<file path="src/rtl/dmem_arb_pkg.sv">
// Shared types and constants for the data-memory arbiter.
package dmem_arb_pkg;

    typedef enum logic [1:0] {
        IDLE   = 2'd0,
        ACCESS = 2'd1,
        RESP   = 2'd2
    } state_t;

    localparam logic PORT_CORE   = 1'b0;
    localparam logic PORT_LOADER = 1'b1;

    localparam logic [1:0] ALIGN_MASK = 2'b11;

endpackage

</file>
<file path="src/rtl/dmem_arb_pick.sv">
// Combinational 2-way request picker.
// DMEM_ARB_RR_EN selects round-robin on ties; otherwise port 0 always wins.
module dmem_arb_pick
    import dmem_arb_pkg::*;
(
    input  logic req0,
    input  logic req1,
    input  logic last,
    output logic sel,
    output logic any
);

    assign any = req0 | req1;

`ifdef DMEM_ARB_RR_EN
    // On a tie the port not granted last time wins.
    assign sel = (req0 && req1) ? ~last : (req0 ? PORT_CORE : PORT_LOADER);
`else
    logic unused_last;
    assign unused_last = last;
    assign sel = req0 ? PORT_CORE : PORT_LOADER;
`endif

endmodule

</file>
<file path="src/rtl/dmem_arbiter.sv">
// Two-port arbiter and one-access-per-three-cycles sequencer for data_mem.
// DMEM_ARB_RR_EN enables round-robin tie-breaking (default: fixed priority, port 0).
module dmem_arbiter
    import dmem_arb_pkg::*;
#(
    parameter int unsigned ADDR_W    = 32,
    parameter int unsigned DATA_W    = 32,
    parameter int unsigned MEM_DEPTH = 256
) (
    input  logic              clk,
    input  logic              rst_n,
    input  logic              req0,
    input  logic              we0,
    input  logic [ADDR_W-1:0] addr0,
    input  logic [DATA_W-1:0] wdata0,
    input  logic              req1,
    input  logic              we1,
    input  logic [ADDR_W-1:0] addr1,
    input  logic [DATA_W-1:0] wdata1,
    output logic              gnt0,
    output logic              gnt1,
    output logic              rvalid0,
    output logic              rvalid1,
    output logic [DATA_W-1:0] rdata0,
    output logic [DATA_W-1:0] rdata1,
    output logic              err0,
    output logic              err1,
    output logic [31:0]       mem_address,
    output logic              mem_wr_en,
    output logic              mem_read_en,
    output logic [DATA_W-1:0] mem_wr_data,
    input  logic [DATA_W-1:0] mem_data_out
);

    localparam int unsigned IDX_W = ADDR_W - 2;
    localparam logic [IDX_W:0] DEPTH_LIM = (IDX_W + 1)'(MEM_DEPTH);

    state_t state, state_next;

    logic pick_sel, pick_any, last, grant;

    logic              req_we, req_err;
    logic [ADDR_W-1:0] req_addr;
    logic [DATA_W-1:0] req_wdata;

    logic              we_q, err_q, owner_q;
    logic [IDX_W-1:0]  idx_q;
    logic [DATA_W-1:0] wdata_q, rdata_q;

    dmem_arb_pick u_pick (
        .req0 (req0),
        .req1 (req1),
        .last (last),
        .sel  (pick_sel),
        .any  (pick_any)
    );

    assign grant = (state == IDLE) && pick_any;

    assign req_we    = (pick_sel == PORT_CORE) ? we0    : we1;
    assign req_addr  = (pick_sel == PORT_CORE) ? addr0  : addr1;
    assign req_wdata = (pick_sel == PORT_CORE) ? wdata0 : wdata1;
    assign req_err   = ((req_addr[1:0] & ALIGN_MASK) != '0) ||
                       ({1'b0, req_addr[ADDR_W-1:2]} >= DEPTH_LIM);

    always_ff @(posedge clk or negedge rst_n) begin
        if (!rst_n) state <= IDLE;
        else        state <= state_next;
    end

    always_comb begin
        state_next = state;
        case (state)
            IDLE:    if (pick_any) state_next = ACCESS;
            ACCESS:  state_next = RESP;
            RESP:    state_next = IDLE;
            default: state_next = IDLE;
        endcase
    end

    always_ff @(posedge clk or negedge rst_n) begin
        if (!rst_n) begin
            we_q    <= 1'b0;
            err_q   <= 1'b0;
            owner_q <= PORT_CORE;
            idx_q   <= '0;
            wdata_q <= '0;
            rdata_q <= '0;
        end else begin
            if (grant) begin
                we_q    <= req_we;
                err_q   <= req_err;
                owner_q <= pick_sel;
                idx_q   <= req_addr[ADDR_W-1:2];
                wdata_q <= req_wdata;
            end
            if (state == ACCESS)
                rdata_q <= (we_q || err_q) ? '0 : mem_data_out;
        end
    end

`ifdef DMEM_ARB_RR_EN
    always_ff @(posedge clk or negedge rst_n) begin
        if (!rst_n)     last <= PORT_LOADER;
        else if (grant) last <= pick_sel;
    end
`else
    assign last = PORT_LOADER;
`endif

    // gnt is combinational from req, so it is also gated by reset to keep outputs at 0.
    always_comb begin
        gnt0        = 1'b0;
        gnt1        = 1'b0;
        rvalid0     = 1'b0;
        rvalid1     = 1'b0;
        rdata0      = '0;
        rdata1      = '0;
        err0        = 1'b0;
        err1        = 1'b0;
        mem_address = '0;
        mem_wr_en   = 1'b0;
        mem_read_en = 1'b0;
        mem_wr_data = '0;
        case (state)
            IDLE: begin
                if (pick_any && rst_n) begin
                    gnt0 = (pick_sel == PORT_CORE);
                    gnt1 = (pick_sel == PORT_LOADER);
                end
            end
            ACCESS: begin
                mem_address = 32'(idx_q);
                if (!err_q) begin
                    mem_wr_en   = we_q;
                    mem_read_en = ~we_q;
                    if (we_q) mem_wr_data = wdata_q;
                end
            end
            RESP: begin
                if (owner_q == PORT_CORE) begin
                    rvalid0 = 1'b1;
                    rdata0  = rdata_q;
                    err0    = err_q;
                end else begin
                    rvalid1 = 1'b1;
                    rdata1  = rdata_q;
                    err1    = err_q;
                end
            end
            default: ;
        endcase
    end

endmodule

</file>
<file path="config.mk">
export PLATFORM = sky130hd
export DESIGN_NAME = dmem_arbiter
export DESIGN_NICKNAME = d
export VERILOG_FILES = /design/src/rtl/dmem_arb_pkg.sv /design/src/rtl/dmem_arb_pick.sv /design/src/rtl/dmem_arbiter.sv
export SDC_FILE = /design/constraint.sdc
export NUM_CORES = 1
export LEC_CHECK = 0
export ABC_CLOCK_PERIOD_IN_PS = 1800
export CORE_MARGIN = 3
export CORE_UTILIZATION = 39
export CTS_CLUSTER_SIZE = 16
export DETAILED_ROUTE_END_ITERATION = 8
export GPL_TIMING_DRIVEN = 0
export HOLD_SLACK_MARGIN = 0.02
export PLACE_DENSITY_LB_ADDON = 0.12
export SLEW_MARGIN = 20
export SYNTH_ARGS = -nofsm -noshare
export SYNTH_HDL_FRONTEND = slang
export SYNTH_SLANG_ARGS = --single-unit
</file>
<file path="constraint.sdc">
create_clock -name clk -period 1.8 [get_ports clk]
set_input_delay 0.27 -clock clk [delete_from_list [all_inputs] [get_ports clk]]
set_output_delay 0.27 -clock clk [all_outputs]
set_load 0.01 [all_outputs]
</file>
Word level (Yosys, flattened, before mapping):

Index checks and enable logic that the tools add are counted.

* input bits: 166
* word-level logic and storage cells: 50
* bits in registers: 99
* output and inout bits: 136

* reduce and logical (&&, ||, !) cells: 6
* bitwise operators: 2
* equal/unequal tests: 3
* magnitude comparators: 1
* mux-type cells: 31

Operators by type and width (count)
* 2-to-1 mux 32 bit: 10
* greater-or-equal comparator 30 x 9 -> 1 bit (second input constant): 1
* 2-to-1 mux 30 bit: 1
* 2-to-1 mux 1 bit: 18
* one-hot mux 2 bit (2 select lines): 1
* == test 2 x 1 -> 1 bit (second input constant): 1
* == test 2 bit (second input constant): 1
* logical AND 1 bit: 2
* zero test 2 bit: 1
* logical OR 1 bit: 2
* 2-to-1 mux 2 bit: 1
* inequality test 2 bit (second input constant): 1
* nonzero test 2 bit: 1
* NOT 1 bit: 1
* bitwise OR 1 bit: 1

Logic depth before layout (Yosys ltp):

Gate-level depths: netlist of run 1.

* depth after elaboration: 4
* gate-level depth with buffers: 7
* depth with buffers taken out: 5

Cells and area by module:

A second synthesis of run 1 with hierarchy kept.

* cell total of the unflattened synthesis: 527
* area, all modules: 5183.7 um^2

Modules (own cells, without submodules)
* dmem_arbiter: times used 1, cells each 525, area an instance 5173.7 um^2, seq. area each 2477.4 um^2
* dmem_arb_pick: times used 1, cells each 2, area an instance 10.0 um^2, seq. area each 0.0 um^2

Least setup slack after synthesis of run 1:

No wires, ideal clock.

* path kind: flip-flop to output port
* start point: reg state[0]
* end point: out gnt1
* required time: 1530 ps
* data arrival time: 1315 ps
* path buffers: 2
* slack: 215 ps
* cell stages (with the launch flop): 6
* cell sequence: dfrtp_1 nor2_1 o21ai_1 buf_4 buf_2 nor3b_1

* word-level cells in the longest chain between the ends: 2

Ends and longest elaborated chain
* start, declared: line dmem_arbiter.sv:38 `state_t state, state_next;`
* start signal, assigned: line dmem_arbiter.sv:68 `else state <= state_next;`
* zero test 2 bit: line dmem_arbiter.sv:125 `case (state)`
* 2-to-1 mux 1 bit: line dmem_arbiter.sv:125
* end, declared: line dmem_arbiter.sv:21 `output logic gnt1,`

No other way between the ends.

Worst setup path in the final report of run 1:

* start point: reg state[0]
* end point: out rdata0[3]

* word-level cells in the longest chain between the ends: 2

Ends and longest elaborated chain
* == test 2 bit: line dmem_arbiter.sv:125
* 2-to-1 mux 32 bit: line dmem_arbiter.sv:125
* end, declared: line dmem_arbiter.sv:24 `output logic [DATA_W-1:0] rdata0,`

No other way between the ends.

==> results of run 1 <==
## kinds of logic after synthesis
group | share of synthesized area [%]
compound gates | 12.1
buf+inv | 4.31
flops | 47.6
mux | 12.3
other cells | 0.0721
simple gates | 23.6
## power breakdown
| part | internal [uW] | total (uW) | switching (uW) |
|---|---|---|---|
| clock | 1190 | 2030 | 839 |
| combinational | 2450 | 4610 | 2170 |
| sequential | 2970 | 3410 | 438 |
| total | 6600 | 10000 | 3440 |
## metrics by stage
| stage | total power (uW) | setup slack (ns) | hold WS [ns] |
|---|---|---|---|
| finish | 10000 | -0.163 | -0.0491 |
| global route | 10600 | -0.247 | -0.0235 |
| CTS | 9410 | -0.258 | -0.0370 |
| detailed placement | 6610 | -0.746 | 0.133 |
| global placement | 6460 | -3.58 | 0.454 |
| floorplan | 4980 | 0.215 | -0.0256 |
## cells in the final DEF (no fill, tap or decap), drive strengths merged
| cell | n |
|---|---|
| mux2i | 64 |
| a41oi | 1 |
| nand4 | 2 |
| and2 | 128 |
| clkbuf | 26 |
| bufinv | 1 |
| a22o | 32 |
| o41ai | 1 |
| or4b | 2 |
| clkinv | 3 |
| nand3b | 1 |
| nand2 | 64 |
| dfrtp | 99 |
| or4 | 1 |
| nand2b | 1 |
| inv | 1 |
| clkdlybuf4s50 | 163 |
| nor2 | 2 |
| buf | 207 |
| dlygate4sd3 | 1 |
| nor3 | 3 |
| o22ai | 1 |
| nor4 | 7 |
| and3 | 1 |
| nor3b | 3 |
| and3b | 1 |
| conb | 2 |
| clkinvlp | 1 |
| o21ai | 65 |
## path summary, 6_finish.rpt
check	from	to	slack (ns)	cells past startpoint
max	state[0]$_DFFE_PN0P_	rdata0[3]	-0.16	7
min	rst_n	rdata_q[27]$_DFFE_PN0P_	-0.05	2
max reg2reg	state[0]$_DFFE_PN0P_	idx_q[18]$_DFFE_PN0P_	0.09	7
min reg2reg	idx_q[29]$_DFFE_PN0P_	idx_q[29]$_DFFE_PN0P_	0.47	2
max in group asynchronous	rst_n	wdata_q[26]$_DFFE_PN0P_	0.58	2
min in group clk	idx_q[29]$_DFFE_PN0P_	idx_q[29]$_DFFE_PN0P_	0.47	2
## metal layers
layer | track usage [%] | routed length, um
met1 | 30.4 | 7350
met2 | 45.6 | 10300
met3 | 5.55 | 1450
met4 | 10.0 | 554
met5 | 0 | 0
## worst max-delay path, stage by stage (launching register included)
cell and delay [ns]:
dfrtp_2 0.45, nor3b_4 0.23, buf_6 0.16, buf_12 0.11, buf_8 0.09, buf_6 0.08
and2_4 0.13, buf_6 0.09
## synth_stat cells, types with 2 or more instances
library cell    n  area share [%]
nor2_1          2            0.14
buf_4           5            0.72
mux2i_1        64              12
nand4_1         2            0.24
a22o_1         32             5.4
inv_1           2            0.14
clkbuf_2        2            0.19
clkbuf_1       14             1.0
nand2_1        64             4.6
dfrtp_1        99              48
o21ai_0        64             6.2
nor4_1          7            0.84
nor3_1          2            0.19
buf_2          21             2.0
or4b_1          2            0.38
and2_1        128              15
## what timing repair did
item,in CTS,in global routing
gates resized for setup,746,116
endpoints found under the setup margin,134,134
cloned,11,2
setup buffers,29,7
pin swaps,69,27
endpoints found under the hold margin,19,80
## area by class of cell
type                            instances  area, um^2  share of cell area [%]
Timing Repair Buffer                  345        3530                    36.4
Multi-Input combinational cell        382        2810                    29.0
Sequential cell                        99        2480                    25.6
Buffer                                 40         328                    3.38
Clock buffer                           12         267                    2.75
Tap cell                              172         215                    2.22
Clock inverter                          4        47.5                   0.490
Inverter                                2        20.0                   0.206
## sequential cells by signal, summed over array words and instances (netlist names)
signal,count
rdata_q,32
idx_q,30
we_q,1
state,2
wdata_q,32
owner_q,1
err_q,1
==> results.sh, run 1 <==
export IMPL_outcome="finished with violations"
export IMPL_failed_checks="negative hold slack, negative setup slack"
export IMPL_gr_usage_all_layers_pct=25.8
export IMPL_synth_edff_count=0
export IMPL_cts_max_path_buffers=2
export IMPL_fp_dieH_um=121
export IMPL_ant_nets=0
export IMPL_p_per_area_mw_per_mm2=1040
export IMPL_grt_pass1_wl_um=29600
export IMPL_drt_iter0_drc=304
export IMPL_fin_skew_ns=0.00583
export IMPL_synth_distinct_cells=31
export IMPL_h_tree_depth=3
export IMPL_relSlewSlack_pct=36.7
export IMPL_ctsRootBufferMaster="clkbuf_16"
export IMPL_cts_made_buffers=9
export IMPL_vias=5327
export IMPL_final_cells=1056
export IMPL_cp_arrival_ns=1.69
export IMPL_ios=302
export IMPL_yosysSeqAreaShare_pct=47.6
export IMPL_start_util_pct=40.6
export IMPL_drive_above_1_share_pct=39.4
export IMPL_die_area_mm2=0.0148
export IMPL_clkLatencyLatePin_ns=0.34
export IMPL_required_ns=1.53
export IMPL_globalplace_congestion=0.851
export IMPL_slew_violations=0
export IMPL_cp_start_kind="flip-flop"
export IMPL_end_kind="output pin"
export IMPL_synth_flop_cell="dfrtp_1"
export IMPL_final_core_util_pct=75.6
export IMPL_drc=0
export IMPL_synth_area_per_cell_um2=9.91
export IMPL_wl_per_cell_um=18.6
export IMPL_fillers=906
export IMPL_ir_drop_mv=0.573
export IMPL_setup_ws_ns=-0.163
export IMPL_rsz0062_at_grt="true"
export IMPL_cts_clk_slew_worst_paths_ns=0.07
export IMPL_cellLeakagePower_uw=0.00468
export IMPL_finalHoldViolations=80
export IMPL_grt_max_degree=82
export IMPL_cap_viol_max_count=0
export IMPL_hold_slack_ns=-0.0491
export IMPL_fmax_mhz=509
export IMPL_syn_inst=525
export IMPL_ys_ff_latch=99
export IMPL_dp_cells=997
export IMPL_dr_pass1_iters=4
export IMPL_die_w_um=121
export IMPL_synthArstFlopShare_pct=100
export IMPL_io_buffer_count=298
export IMPL_yosysWarnings=0
export IMPL_routed_wl_um=19700
export IMPL_crit_fanout=5
export IMPL_via_per_inst=5.04
export IMPL_fin_crit_sh_pct=109
export IMPL_fp_row_count=41
export IMPL_fin_crit_ns=1.96
export IMPL_final_nets=1045
export IMPL_hold_buffers=1
export IMPL_grt_pass1_vias=5535
export IMPL_hold_path_class="input pin to async pin"
export IMPL_syn2layout_area_growth_pct=86.5
export IMPL_design_area_mm2=0.00970
export IMPL_core_area_mm2=0.0128
export IMPL_cts_tree="yes"
export IMPL_syn_area_mm2=0.00520
export IMPL_diodes=0
export IMPL_worst_slew_pin_slew_ns=0.946
export IMPL_gr_total_overflow=0
export IMPL_antenna_found_initial=0
export IMPL_path_class="flip-flop to output pin"
export IMPL_dpl_cell_area_mm2=0.00843
export IMPL_setup_viol=96
export IMPL_clkSinkCount=99
export IMPL_dpl_hpwl_um=14000
export IMPL_setup_tns_final_ns=-8.73
Note: power is estimated with default switching activity, not from simulation.
==> run 2: changes to the inputs <==
--- a/config.mk
+++ b/config.mk
@@ -11,5 +11,4 @@
 export CTS_CLUSTER_SIZE = 16
 export DETAILED_ROUTE_END_ITERATION = 8
-export GPL_TIMING_DRIVEN = 0
 export HOLD_SLACK_MARGIN = 0.02
 export PLACE_DENSITY_LB_ADDON = 0.12
==> constraint.sdc (replaced) <==
create_clock -name clk -period 1.8 [get_ports clk]
set_input_delay 0.18 -clock clk [delete_from_list [all_inputs] [get_ports clk]]
set_output_delay 0.18 -clock clk [all_outputs]
set_load 0.01 [all_outputs]
==> results.sh, run 2 (same netlist as run 1, synthesis figures left out) <==
export IMPL_fmax_mhz=522
export IMPL_fp_dieH_um=121
export IMPL_hold_slack_ns=0.259
export IMPL_required_ns=1.62
export IMPL_cts_tree="yes"
export IMPL_dpl_cell_area_mm2=0.00843
export IMPL_grt_max_degree=77
export IMPL_globalplace_congestion=0.856
export IMPL_fp_row_count=41
export IMPL_drc=0
export IMPL_setup_tns_final_ns=-3.15
export IMPL_clkLatencyLatePin_ns=0.33
export IMPL_drt_iter0_drc=242
export IMPL_hold_depth=2
export IMPL_diodes=0
export IMPL_finalHoldViolations=0
export IMPL_final_cell_mix="clkdlybuf4s50_1 (163), dfrtp_1 (98), buf_6 (95)"
export IMPL_gr_total_overflow=0
export IMPL_h_tree_depth=3
export IMPL_path_common_cell="buf_6"
export IMPL_cp_start_kind="flip-flop"
export IMPL_syn2layout_area_growth_pct=75.3
export IMPL_slew_violations=0
export IMPL_post_place_ws_ns=-0.101
export IMPL_core_area_mm2=0.0128
export IMPL_ios=302
export IMPL_dr_pass1_iters=4
export IMPL_hold_start="req0"
export IMPL_vias=5072
export IMPL_cp_arrival_ns=1.74
export IMPL_start_util_pct=40.6
export IMPL_ir_drop_mv=0.588
export IMPL_reg2reg_setup_slack_ns=0.11
export IMPL_design_area_mm2=0.00912
export IMPL_die_area_mm2=0.0148
export IMPL_drive_above_1_share_pct=32.8
export IMPL_power_internal_uw=5670
export IMPL_cts_max_path_buffers=2
export IMPL_holdPathEnd="owner_q$_DFFE_PN0P_"
export IMPL_p_seq_share_pct=39.2
export IMPL_crit_family="simple AND/OR/NAND/NOR gates"
export IMPL_grt_pass1_vias=5052
export IMPL_clkSinkCount=99
export IMPL_worst_path_buf_inv=4
export IMPL_relSlewSlack_pct=35.4
export IMPL_pwr_share_comb_pct=40.3
export IMPL_reg2reg_to="idx_q[22]$_DFFE_PN0P_"
export IMPL_fin_crit_ns=1.92
export IMPL_worst_slew_pin_slew_ns=0.969
export IMPL_clkPwrFrac_pct=20.5
export IMPL_hold_path_class="input pin to flip-flop"
export IMPL_grt_pass1_wl_um=26600
export IMPL_p_sw_share_pct=34.9
export IMPL_cts_clk_slew_worst_paths_ns=0.06
export IMPL_setup_viol=65
export IMPL_io_buffer_count=299
export IMPL_slowest_delay_ns=0.39
export IMPL_antenna_found_initial=0
export IMPL_crit_fanout=7
export IMPL_cp_cell_sequence="nand2b_4, nor3b_4, buf_6, buf_16, buf_12, and2_4, buf_6"
export IMPL_r2r_start="state[1]$_DFFE_PN0P_"
export IMPL_die_w_um=121
export IMPL_via_per_inst=4.93
export IMPL_fin_crit_sh_pct=106
export IMPL_cellLeakagePower_uw=0.00443
export IMPL_rsz0062_at_grt="true"
export IMPL_ant_nets=0
export IMPL_reg_top3="rdata_q: 32 flops, wdata_q: 32 flops, idx_q: 30 flops"
export IMPL_cts_made_buffers=9
export IMPL_failed_checks="negative setup slack"
export IMPL_p_switching_uw=3030
export IMPL_gr_usage_all_layers_pct=23.3
export IMPL_routed_wl_um=18200
export IMPL_ctsRootBufferMaster="clkbuf_16"
export IMPL_reg2reg_depth=9
export IMPL_setup_ws_ns=-0.116
export IMPL_outcome="finished with violations"
export IMPL_p_per_area_mw_per_mm2=955
export IMPL_end_kind="output pin"
export IMPL_cap_viol_max_count=0
export IMPL_path_class="flip-flop to output pin"
export IMPL_fin_skew_ns=0.00483
export IMPL_wl_per_cell_um=17.7
export IMPL_layout_commonest_cell="clkdlybuf4s50_1"
export IMPL_final_nets=1017
export IMPL_dpl_hpwl_um=12800
export IMPL_cpMaxStageDelayCell="dfrtp_1"
run 2: cell types whose count changed in the layout (fill, tap and decap cells not counted), moves of 5 or more:
cell / before / now
buf_8: 11 / 2
buf_2: 40 / 47
buf_6: 130 / 95
and2_1: 22 / 60
and2_4: 106 / 68
clkbuf_2: 3 / 17
clkbuf_8: 7 / 2
run 2: cell type report:
cell class	instances	area [um^2]
Fill cell	963	3710
Timing Repair Buffer	357	3430
Multi-Input combinational cell	382	2710
Sequential cell	99	2480
Clock buffer	15	268
Tap cell	172	215
Inverter	2	10.0
Clock inverter	1	7.51
run 2: per-stage QoR:
| step | total power [uW] | util (%) | std cells |
|---|---|---|---|
| 2_1_floorplan | 4980 | - | 526 |
| 6_report | 8710 | 71.1 | 1028 |
| 3_3_place_gp | 6490 | 65.7 | 977 |
| 5_1_grt | 9330 | 71.1 | 1028 |
| 3_5_place_dp | 6580 | 65.7 | 977 |
| 4_1_cts | 8590 | 67.8 | 1017 |
run 2: worst max path at each step:
stage,end,startpoint,cells past startpoint,slack [ns]
after floorplan,gnt1,state[0]$_DFFE_PN0P_,5,0.31
after global placement,mem_wr_data[29],state[1]$_DFFE_PN0P_,5,-0.03
after detailed placement,mem_wr_data[11],state[1]$_DFFE_PN0P_,5,-0.10
after CTS,mem_wr_data[11],state[1]$_DFFE_PN0P_,6,-0.18
after global routing,mem_wr_data[24],state[1]$_DFFE_PN0P_,7,-0.18
final,mem_wr_data[26],state[1]$_DFFE_PN0P_,7,-0.12
run 2: power groups by stage:
stage | combinational [uW] | sequential [uW] | clock (uW)
after global routing | 3920 | 3500 | 1920
after global placement | 3100 | 3400 | 0
final | 3510 | 3410 | 1780
after CTS | 3370 | 3390 | 1830
after floorplan | 1740 | 3240 | 0
after detailed placement | 3200 | 3380 | 0
run 2: repair_timing:
item                                    4_1_cts  5_1_grt
cloned                                        7        4
hold buffers                                  1        0
endpoints found under the setup margin      134       86
pin swaps                                    22       23
resized for setup                           548      161
hold endpoints to repair                     23        0
buffers inserted                             16       11
run 2: routing by layer:
metal | track usage (%) | share of wire [%] | up-vias
li1 | - | - | 2441
met1 | 27.5 | 39 | 2389
met2 | 41.2 | 52 | 213
met3 | 5.13 | 7.1 | 29
met4 | 9.10 | 2.6 | 0
met5 | 0 | 0 | -
==> run 3: changes to the inputs <==
CELL_PAD_IN_SITES_DETAIL_PLACEMENT = 1   (was unset)
CELL_PAD_IN_SITES_GLOBAL_PLACEMENT = 1   (was unset)
CORE_UTILIZATION = 27   (was 39)
CTS_CLUSTER_SIZE = 20   (was 16)
==> results.sh, run 3 (same netlist as run 1, synthesis figures left out) <==
export IMPL_dr_pass1_iters=4
export IMPL_slew_violations=0
export IMPL_core_area_mm2=0.0188
export IMPL_fp_dieH_um=145
export IMPL_wl_per_cell_um=19.0
export IMPL_hold_start="req0"
export IMPL_cts_made_buffers=9
export IMPL_setup_ws_ns=-0.125
export IMPL_ir_drop_mv=0.524
export IMPL_end_kind="output pin"
export IMPL_cts_max_path_buffers=2
export IMPL_drt_iter0_drc=127
export IMPL_cts_clk_slew_worst_paths_ns=0.06
export IMPL_globalplace_congestion=0.791
export IMPL_fin_crit_sh_pct=107
export IMPL_final_core_util_pct=49.1
export IMPL_fp_row_count=50
export IMPL_holdPathEnd="idx_q[4]$_DFFE_PN0P_"
export IMPL_layout_commonest_cell="clkdlybuf4s50_1"
export IMPL_hold_path_class="input pin to flip-flop"
export IMPL_reg2reg_to="rdata_q[31]$_DFFE_PN0P_"
export IMPL_cts_tree="yes"
export IMPL_grt_pass1_wl_um=30600
export IMPL_io_buffer_count=299
export IMPL_reg2reg_depth=8
export IMPL_failed_checks="negative setup slack"
export IMPL_setup_viol=84
export IMPL_diodes=0
export IMPL_ios=302
export IMPL_hold_depth=3
export IMPL_h_tree_depth=3
export IMPL_path_class="flip-flop to output pin"
export IMPL_fin_crit_ns=1.93
export IMPL_drive_above_1_share_pct=32.1
export IMPL_crit_fanout=8
export IMPL_reg_top3="rdata_q: 32 flops, wdata_q: 32 flops, idx_q: 30 flops"
export IMPL_dpl_hpwl_um=14600
export IMPL_reg2reg_setup_slack_ns=0.08
export IMPL_hold_slack_ns=0.361
export IMPL_clkSinkCount=99
export IMPL_via_per_inst=4.61
export IMPL_start_util_pct=27.6
export IMPL_dp_cells=1062
export IMPL_vias=5098
export IMPL_gr_usage_all_layers_pct=18.9
export IMPL_drc=0
export IMPL_syn2layout_area_growth_pct=77.8
export IMPL_die_area_mm2=0.0210
export IMPL_gr_total_overflow=0
export IMPL_p_per_area_mw_per_mm2=981
export IMPL_fillers=2098
export IMPL_final_cells=1105
export IMPL_ctsRootBufferMaster="clkbuf_16"
export IMPL_die_w_um=145
export IMPL_final_nets=1006
export IMPL_cp_start_kind="flip-flop"
export IMPL_r2r_start="state[0]$_DFFE_PN0P_"
export IMPL_grt_pass1_vias=5539
export IMPL_finalHoldViolations=0
export IMPL_grt_max_degree=85
export IMPL_routed_wl_um=21000
export IMPL_clkLatencyLatePin_ns=0.34
export IMPL_required_ns=1.62
export IMPL_ant_nets=0
export IMPL_worst_slew_pin_slew_ns=0.985
export IMPL_cp_arrival_ns=1.75
export IMPL_cap_viol_max_count=0
export IMPL_outcome="finished with violations"
export IMPL_fin_skew_ns=0.00603
export IMPL_fmax_mhz=519
export IMPL_rsz0062_at_grt="true"
export IMPL_antenna_found_initial=0
export IMPL_relSlewSlack_pct=34.3
export IMPL_final_cell_mix="clkdlybuf4s50_1 (163), dfrtp_1 (98), buf_6 (83)"
export IMPL_cellLeakagePower_uw=0.00441
## run 3: cell types whose count changed in the layout (fill, tap and decap cells not counted)
cell	previous run	this run
buf_6	95	83
buf_12	4	12
clkbuf_2	17	9
buf_2	47	51
buf_4	23	20
buf_8	2	0
clkbuf_16	9	11
buf_16	4	5
clkdlybuf4s15_1	1	0
## run 3: metrics by stage
| stage | TNS (ns) | cell area [um^2] | setup slack [ns] | total power, uW |
|---|---|---|---|---|
| after global routing | -10.50 | 9250 | -0.188 | 9760 |
| after global placement | -0.952 | 8550 | -0.0374 | 6620 |
| after floorplan | 0 | 5200 | 0.305 | 4980 |
| after detailed placement | -2.28 | 8550 | -0.103 | 6740 |
| final | -4.73 | 9250 | -0.125 | 9070 |
| after CTS | -6.75 | 8900 | -0.153 | 9170 |
## run 3: worst max-delay path by stage
stage,startpoint,endpoint,cells after the start
floorplan,state[0]$_DFFE_PN0P_,gnt1,5
global placement,addr1[30],err_q$_DFFE_PN0P_,5
detailed placement,state[1]$_DFFE_PN0P_,mem_wr_data[9],5
CTS,state[1]$_DFFE_PN0P_,rdata1[12],7
global route,state[0]$_DFFE_PN0P_,mem_wr_data[29],8
finish,state[0]$_DFFE_PN0P_,rdata0[30],7
## run 3: per-layer routing
layer / wire length [um] / up-vias / global-route usage [%]
met2: 10800 / 201 / 33.4
li1: - / 2419 / -
met3: 1610 / 29 / 5.00
met4: 522 / 0 / 6.28
met1: 8050 / 2449 / 22.2
met5: 0 / - / 0
## run 3: power breakdown
part / leakage (uW) / internal, uW / switching, uW / total (uW)
clock: 0.000130 / 1020 / 814 / 1830
sequential: 0.00127 / 2970 / 444 / 3410
combinational: 0.00301 / 1860 / 1970 / 3830
total: 0.00441 / 5850 / 3230 / 9070
## run 3: critical path: stages, from the launching register on
cell and delay (ns):
dfrtp_2 0.43, buf_6 0.13, nor3b_4 0.23, buf_6 0.16, buf_12 0.13, buf_6 0.10
and2_4 0.13, buf_6 0.09
## run 3: repair_timing
action	4_1_cts	5_1_grt
pin swaps	7	23
endpoints found under the setup margin	134	128
endpoints found under the hold margin	23	0
setup buffers	17	2
gates cloned	8	2
resized for setup	548	158
hold buffers	1	0
## run 3: cell type report
cell class	count	area [um^2]	area share, %
clock buffer	15	268	2.90
clock inverter	1	7.51	0.0812
inverter	2	10.0	0.108
multi-input combinational	382	2710	29.2
sequential	99	2480	26.8
tap	260	325	3.52
timing repair buffer	346	3450	37.4
